**src/rtl/dds_amp_ctrl.sv**
```systemverilog
// Output conditioning between DDS core and DAC: slew-limited amplitude scaling, rounding, saturation, offset-binary.
// Latency: 3 dac_clk cycles from wave_in/amp_cur to dac_data; amp_cur updates 1 cycle after its inputs.
// Backpressure: none; streaming every cycle, wave_rdy low forces zero output and zero amplitude.
module dds_amp_ctrl #(
    parameter int DAC_WIDTH = 14,
    parameter int AMP_WIDTH = 16,
    parameter int DIV_WIDTH = 16
) (
    input  logic                 dac_clk,
    input  logic                 rstn,
    input  logic                 wave_rdy,
    input  logic [DAC_WIDTH-1:0] wave_in_1,
    input  logic [DAC_WIDTH-1:0] wave_in_2,
    input  logic                 amp_wen,
    input  logic [31:0]          amp_target,
    input  logic [31:0]          slew_step,
    input  logic [31:0]          slew_div,
    input  logic                 mute,
    output logic [DAC_WIDTH-1:0] dac_data_1,
    output logic [DAC_WIDTH-1:0] dac_data_2,
    output logic [AMP_WIDTH-1:0] amp_cur,
    output logic                 settled
);

    localparam int PW = DAC_WIDTH + AMP_WIDTH + 1;
    localparam logic [DAC_WIDTH-1:0] MIDSCALE = {1'b1, {(DAC_WIDTH-1){1'b0}}};
    localparam logic signed [PW-1:0] RND     = PW'(2 ** (AMP_WIDTH - 1));
    localparam logic signed [PW-1:0] SAT_MAX = PW'((2 ** (DAC_WIDTH - 1)) - 1);
    localparam logic signed [PW-1:0] SAT_MIN = -PW'(2 ** (DAC_WIDTH - 1));

    typedef enum logic [1:0] {
        MUTED     = 2'd0,
        RAMP_UP   = 2'd1,
        RAMP_DOWN = 2'd2,
        HOLD      = 2'd3
    } state_t;

    logic [AMP_WIDTH-1:0] r_target_buf;
    logic [AMP_WIDTH-1:0] r_step_buf;
    logic [DIV_WIDTH-1:0] r_div_buf;
    logic [DIV_WIDTH-1:0] r_cnt;
    logic [AMP_WIDTH-1:0] r_amp_cur;
    state_t               r_state;
    logic                 r_settled;

    logic signed [DAC_WIDTH-1:0] r_w1_s1;
    logic signed [DAC_WIDTH-1:0] r_w2_s1;
    logic [AMP_WIDTH-1:0]        r_amp_s1;
    logic signed [PW-1:0]        r_p1_s2;
    logic signed [PW-1:0]        r_p2_s2;
    logic [DAC_WIDTH-1:0]        r_dac_1;
    logic [DAC_WIDTH-1:0]        r_dac_2;

    logic [AMP_WIDTH-1:0] w_eff_target;
    logic                 w_tick;
    logic [AMP_WIDTH:0]   w_sum;
    logic [AMP_WIDTH:0]   w_diff;
    logic [AMP_WIDTH-1:0] w_up_val;
    logic [AMP_WIDTH-1:0] w_dn_val;
    logic [AMP_WIDTH-1:0] w_amp_next;
    logic signed [PW-1:0] w_w1_ext;
    logic signed [PW-1:0] w_w2_ext;
    logic signed [PW-1:0] w_amp_ext;

    // Upper input bits and the debug-only state register are intentionally not consumed.
    logic w_unused;
    assign w_unused = ^{amp_target[31:AMP_WIDTH], slew_step[31:AMP_WIDTH],
                        slew_div[31:DIV_WIDTH], r_state};

    // Muting or losing the wave source both steer the amplitude towards zero.
    assign w_eff_target = (mute | ~wave_rdy) ? '0 : r_target_buf;
    assign w_tick       = (r_cnt == r_div_buf);

    // One extra bit on both sides so the step can never wrap past full scale or below zero.
    assign w_sum    = {1'b0, r_amp_cur} + {1'b0, r_step_buf};
    assign w_diff   = {1'b0, r_amp_cur} - {1'b0, r_step_buf};
    assign w_up_val = (w_sum >= {1'b0, w_eff_target}) ? w_eff_target : w_sum[AMP_WIDTH-1:0];
    assign w_dn_val = (w_diff[AMP_WIDTH] || (w_diff[AMP_WIDTH-1:0] < w_eff_target))
                      ? w_eff_target : w_diff[AMP_WIDTH-1:0];

    // Next amplitude: hard zero on source loss, jump when step is zero, otherwise slew on ticks.
    always_comb begin
        w_amp_next = r_amp_cur;
        if (!wave_rdy) begin
            w_amp_next = '0;
        end else if (r_step_buf == '0) begin
            w_amp_next = w_eff_target;
        end else if (w_tick) begin
            if (r_amp_cur < w_eff_target) begin
                w_amp_next = w_up_val;
            end else if (r_amp_cur > w_eff_target) begin
                w_amp_next = w_dn_val;
            end
        end
    end

    // Parameter buffers and tick divider; a write restarts the tick period.
    always_ff @(posedge dac_clk) begin
        if (!rstn) begin
            r_target_buf <= '0;
            r_step_buf   <= '0;
            r_div_buf    <= '0;
            r_cnt        <= '0;
        end else begin
            if (amp_wen) begin
                r_target_buf <= amp_target[AMP_WIDTH-1:0];
                r_step_buf   <= slew_step[AMP_WIDTH-1:0];
                r_div_buf    <= slew_div[DIV_WIDTH-1:0];
            end
            if (amp_wen || w_tick) begin
                r_cnt <= '0;
            end else begin
                r_cnt <= r_cnt + 1'b1;
            end
        end
    end

    // Amplitude register and ramp-state FSM, judged on the registered amplitude vs effective target.
    always_ff @(posedge dac_clk) begin
        if (!rstn) begin
            r_amp_cur <= '0;
            r_state   <= MUTED;
            r_settled <= 1'b1;
        end else begin
            r_amp_cur <= w_amp_next;
            if (r_amp_cur < w_eff_target) begin
                r_state   <= RAMP_UP;
                r_settled <= 1'b0;
            end else if (r_amp_cur > w_eff_target) begin
                r_state   <= RAMP_DOWN;
                r_settled <= 1'b0;
            end else if (r_amp_cur == '0) begin
                r_state   <= MUTED;
                r_settled <= 1'b1;
            end else begin
                r_state   <= HOLD;
                r_settled <= 1'b1;
            end
        end
    end

    // Round half up, clamp to the DAC range, then flip the sign bit for offset binary.
    function automatic logic [DAC_WIDTH-1:0] f_to_dac(input logic signed [PW-1:0] p);
        logic signed [PW-1:0] v;
        v = (p + RND) >>> AMP_WIDTH;
        if (v > SAT_MAX) begin
            v = SAT_MAX;
        end else if (v < SAT_MIN) begin
            v = SAT_MIN;
        end
        return {~v[DAC_WIDTH-1], v[DAC_WIDTH-2:0]};
    endfunction

    assign w_w1_ext  = PW'(r_w1_s1);
    assign w_w2_ext  = PW'(r_w2_s1);
    assign w_amp_ext = PW'($signed({1'b0, r_amp_s1}));

    // Three-stage datapath; both channels share one amplitude sample so they stay aligned.
    always_ff @(posedge dac_clk) begin
        if (!rstn) begin
            r_w1_s1  <= '0;
            r_w2_s1  <= '0;
            r_amp_s1 <= '0;
            r_p1_s2  <= '0;
            r_p2_s2  <= '0;
            r_dac_1  <= MIDSCALE;
            r_dac_2  <= MIDSCALE;
        end else begin
            r_w1_s1  <= wave_rdy ? $signed(wave_in_1) : '0;
            r_w2_s1  <= wave_rdy ? $signed(wave_in_2) : '0;
            r_amp_s1 <= r_amp_cur;
            r_p1_s2  <= w_w1_ext * w_amp_ext;
            r_p2_s2  <= w_w2_ext * w_amp_ext;
            r_dac_1  <= f_to_dac(r_p1_s2);
            r_dac_2  <= f_to_dac(r_p2_s2);
        end
    end

    assign dac_data_1 = r_dac_1;
    assign dac_data_2 = r_dac_2;
    assign amp_cur    = r_amp_cur;
    assign settled    = r_settled;

endmodule

```
**config.mk**
```make
export PLATFORM = sky130hd
export DESIGN_NAME = dds_amp_ctrl
export DESIGN_NICKNAME = d
export VERILOG_FILES = /design/src/rtl/dds_amp_ctrl.sv
export SDC_FILE = /design/constraint.sdc
export NUM_CORES = 1
export LEC_CHECK = 0
export ABC_AREA = 1
export CORE_MARGIN = 2
export CORE_UTILIZATION = 50
export CTS_CLUSTER_SIZE = 12
export DETAILED_ROUTE_END_ITERATION = 6
export GPL_TIMING_DRIVEN = 0
export PLACE_DENSITY = 0.76
export SETUP_SLACK_MARGIN = 0.2
export SLEW_MARGIN = 15
export SYNTH_ARGS = -nofsm -noshare
export SYNTH_HDL_FRONTEND = slang
export SYNTH_SLANG_ARGS = --single-unit
```
**constraint.sdc**
```tcl
create_clock -name dac_clk -period 7 [get_ports dac_clk]
set_input_delay 1.75 -clock dac_clk [delete_from_list [all_inputs] [get_ports dac_clk]]
set_output_delay 1.75 -clock dac_clk [all_outputs]
set_load 0.05 [all_outputs]
```
[After elaboration in Yosys (flattened, before gate mapping)]
Index checks and enable logic that the tools add are counted.
Word-level totals
  input port bits: 129
  word-level logic and storage cells: 57
  register bits after elaboration: 215
  output and inout port bits: 45
Cells by class
  reduce and logical (&&, ||, !) cells: 8
  $add $sub $neg: 5
  multiplexer cells: 15
  $lt $le $gt $ge: 8
  bitwise operators: 5
  multiply operators: 2
  equal/unequal tests: 1
Operator list (count)
  $mux 16: 7
  $mux 14: 6
  $add 31x17->31 const B: 2
  $mul 14x17->31: 2
  $lt 16x16->1: 2
  $gt 15x14->1 const B: 2
  $lt 15x14->1 const B: 2
  $add 16x16->17: 1
  $ge 17x16->1: 1
  $sub 16x16->17: 1
  $add 16x1->16 const B: 1
  $eq 16x16->1: 1
  $gt 16x16->1: 1
  $logic_not 16->1: 1
  $not 1->1: 4
  $reduce_and 2->1: 2
  $reduce_bool 3->1: 1
  $logic_or 1x1->1: 2
  $mux 1: 2
  $reduce_bool 2->1: 1
  $reduce_or 2->1: 1
  $or 1x1->1: 1

[Logic depth before layout (Yosys ltp)]
  word-level depth: 10
  depth in mapped cells: 30
  mapped depth without buffers: 28

[Worst setup path after synthesis]
Ideal clock, no wire load.
  path type: flip-flop to flip-flop
  start: register r_amp_s1[7]
  end: register r_p1_s2[19]
  path buffers: 2
  period minus slack after synthesis: 5375 ps
  setup time: 120 ps
  setup slack: 1625 ps
  stages on the path, launching flop included: 21
  data required time: 6880 ps
  arrival time: 5255 ps
  cells stage by stage: dfxtp_1 clkbuf_1 buf_1 nand2_1 fa_1 fa_1 fa_1 inv_1 fa_1 fa_1 inv_1 fa_1 inv_1 ha_1 nand2_1 nor3_1 a21oi_1 o21ai_0 a21oi_1 o21ai_0 a21oi_1
Between the ends
  cells in the longest elaborated chain, start to end: 1
RTL lines
  start: declaration: line 48  | logic [AMP_WIDTH-1:0] r_amp_s1;
  start signal: assignment: line 171  | r_amp_s1 <= r_amp_cur;
  $mul 14x17->31: line 172  | r_p1_s2 <= w_w1_ext * w_amp_ext;
  end signal: assignment: line 172
  end: declaration: line 49  | logic signed [PW-1:0] r_p1_s2;
Every way passes these cells.
A chain may end at the register's enable or synchronous reset.

[Worst setup path after layout]
  start: register r_w1_s1[8]
  end: register r_p1_s2[20]
Between the ends
  cells in the longest elaborated chain, start to end: 1
RTL lines
  start: declaration: line 46  | logic signed [DAC_WIDTH-1:0] r_w1_s1;
  start signal: assignment: line 169  | r_w1_s1 <= wave_rdy ? $signed(wave_in_1) : '0;
  $mul 14x17->31: line 172
Every way passes these cells.

==> results.py <==
metrics = {
    "pwr": {
        "irDropWorstVdd_v": 0.000117,
        "p_leak_nw": 16.5,
        "p_comb_frac": 0.212,
        "clkPwrFrac": 0.380,
        "p_int_mw": 1.81,
        "p_seq_frac": 0.408,
        "power_mw": 2.73,
        "power.density_nw_per_um2": 95.0,
        "p_switching_mw": 0.920,
        "power.share.switching": 0.337,
    },
    "grt": {
        "grt_usage": 0.279,
        "grt_pass1_vias": 22948,
        "grt_pass1_wl_mm": 118,
        "grt_max_degree": 21,
        "antenna_found_initial": 0,
        "grt_overflow": 0,
    },
    "sta": {
        "rsz0062_at_grt": "yes",
        "fmax_mhz": 155,
        "finalClockSkew_ns": 0.0174,
        "tightest_slew_ns": 1.09,
        "finalSetupTns_ns": 0,
        "maxSlewHeadroom": 0.274,
        "fin_crit_ns": 6.44,
        "hold_viol": 0,
        "slew_violations": 0,
        "whs_ns": 0.471,
        "finalCritPeriodShare": 0.919,
        "setup_viol": 0,
    },
    "setup_path": {
        "crit_type": "register to register",
        "crit_path_end_kind": "register",
        "arrival_ns": 6.81,
        "cp_max_fo": 10,
        "cp-start-kind": "register",
        "critPathRequiredTime_ns": 7.37,
    },
    "die": {
        "num_rows": 83,
        "start_util": 0.506,
        "io_pins": 174,
        "fp.dieW_microns": 232,
        "core_area_sq_um": 51400,
        "die_h_microns": 232,
        "design.die.area_sq_um": 53900,
    },
    "finish": {
        "drive_above_1_share": 0.0419,
        "regArea_sq_um": 3700,
        "antenna_cells": 0,
        "multi_input_area_sq_um": 18600,
        "nNetsFinal": 4450,
        "syn2layout_area_growth_pct": 10.5,
        "instances_no_fill": 4382,
        "design_area_sq_um": 28800,
        "nFillCells": 4837,
    },
    "clock_network": {
        "cts_tree": "done",
        "hold_buffers": 0,
        "cts.path.max_buffers": 2,
        "numCtsBuffers": 17,
        "cts_root_buffer": "clkbuf_16",
        "clkLatencyLatePin_ns": 0.50,
        "clk_pin_slew_ns": 0.08,
        "htreeDepth": 4,
        "cts.sinks": 185,
        "cts_setup_buffers": 0,
    },
    "yosys": {
        "yosysMostFrequentCell": "inv_1",
        "synthCells": 3547,
        "syn_area_per_cell_sq_um": 7.34,
        "synth_area_leaders": "fa_1 26%, ha_1 14%, dfxtp_1 14%, inv_1 12%, nand2_1 11%",
        "synth.distinct_cells": 60,
        "synthTopCellsByCount": "829 x inv_1, 795 x nand2_1, 332 x fa_1",
        "synth-async-reset-ratio": 0,
        "syn_area_sq_um": 26000,
        "synth_top_flop_cell": "dfxtp_1",
        "ys_warn_count": 0,
        "synth_top_area_cell": "fa_1",
        "synth-seq-area-share": 0.142,
        "ys_ff_latch": 185,
        "synth_top_area_share": 0.255,
        "synth-edff-count": 0,
        "syn_nets": 4308,
    },
    "route": {
        "drt_iter0_drc": 1786,
        "routed_via_density": 5.18,
        "wirelength_mm": 71.0,
        "firstDrtPassIters": 7,
        "drc": 0,
        "post_drt_wl_per_cell_microns": 16.2,
        "num_vias": 22701,
        "antenna_left": 0,
    },
    "placement": {
        "io_buffers": 123,
        "placed_cell_area_sq_um": 28100,
        "hpwl_mm": 58.6,
        "gp_congestion": 0.958,
        "numPlacedInstances": 4350,
    },
    "hold_path": {
        "min_path_type": "register to register",
    },
    "outcome": {
        "status": "complete, no violations",
    },
    "job": {
        "max_cap_violations": 0,
    },
}
power groups by stage:
stage	combinational (mW)	clock, mW	sequential, mW
final	0.580	1.04	1.12
after floorplan	0.355	0	1.15
after CTS	0.572	1.06	1.12
after global placement	0.562	0	1.14
after global routing	0.643	1.10	1.12
after detailed placement	0.568	0	1.14
timing repair:
action | in CTS | in global routing
resized for setup | 1 | 41
setup endpoints to repair | 2 | 18
pin swaps | 0 | 0
endpoints found under the hold margin | 0 | 0
sequential cells by signal, summed over array words and instances (netlist names):
| register | count |
|---|---|
| amp_cur | 16 |
| dac_data_1 | 14 |
| dac_data_2 | 14 |
| r_amp_s1 | 16 |
| r_cnt | 16 |
| r_div_buf | 16 |
| r_p1_s2 | 16 |
| r_p2_s2 | 16 |
| r_step_buf | 16 |
| r_target_buf | 16 |
| r_w1_s1 | 14 |
| r_w2_s1 | 14 |
| settled | 1 |
critical path: stages, from the launching register on:
cell      delay, ns
dfxtp_1        0.32
clkbuf_1       0.50
clkbuf_1       0.49
nand2_1        0.16
fa_1           0.55
inv_1          0.06
fa_1           0.57
fa_1           0.44
fa_1           0.46
fa_1           0.51
inv_1          0.05
fa_1           0.47
inv_1          0.04
ha_1           0.34
a21oi_1        0.15
inv_1          0.08
nor2_1         0.22
o21ai_0        0.13
a21oi_1        0.38
o21ai_0        0.18
o21ai_0        0.16
a21oi_1        0.06
path summary, 6_finish.rpt:
kind | from | endpoint | slack, ns | depth (start not counted)
setup reg to reg | r_w1_s1[8] | r_p1_s2[20] | 0.56 | 21
hold / removal | r_div_buf[7] | r_div_buf[7] | 0.47 | 2
hold reg to reg | r_div_buf[7] | r_div_buf[7] | 0.47 | 2
setup / recovery | r_w1_s1[8] | r_p1_s2[20] | 0.56 | 21
per-layer routing:
layer,GRT usage,vias to the layer above,part of all wire
met3,0.0456,163,0.082
li1,-,10971,-
met1,0.356,10666,0.40
met5,0,-,0
met2,0.462,901,0.47
met4,0.130,0,0.047
cells by family after synthesis:
| kind of cell | count (synthesis) | share of synthesized area |
|---|---|---|
| and+or+nand+nor | 1278 | 0.203 |
| buffers and inverters | 985 | 0.144 |
| xor gates and xnor gates | 64 | 0.0221 |
| AOI/OAI and AO/OA | 403 | 0.0885 |
| DFF | 185 | 0.142 |
| adders and majority gates | 632 | 0.399 |
cells in the final DEF, fill, tap and decap left out, types with 14 or more instances in the layout:
master	n
inv_1	829
nand2_1	795
fa_1	332
ha_1	300
nor2_1	254
a21oi_1	186
dfxtp_1	185
nand3_1	124
clkdlybuf4s50_1	123
o21ai_0	120
clkbuf_1	92
xor2_1	34
nor3_1	29
xnor2_1	28
clkbuf_2	21
o21ai_2	20
clkbuf_16	17
nand4_1	16
buf_2	15
o21a_1	14
stage by stage:
stage	util	worst slack [ns]
after global routing	0.559	0.192
after global placement	0.547	0.316
after floorplan	-	1.62
after CTS	0.559	0.249
final	0.559	0.564
after detailed placement	0.547	0.216
area by class of cell:
cell class,count,area share
Tap cell,680,0.0296
Clock buffer,17,0.0148
Multi-Input combinational cell,2377,0.646
Timing Repair Buffer,123,0.0428
Buffer,147,0.0223
Clock inverter,15,0.00666
Inverter,838,0.109
Sequential cell,185,0.129
(Power assumes the default switching activity.)
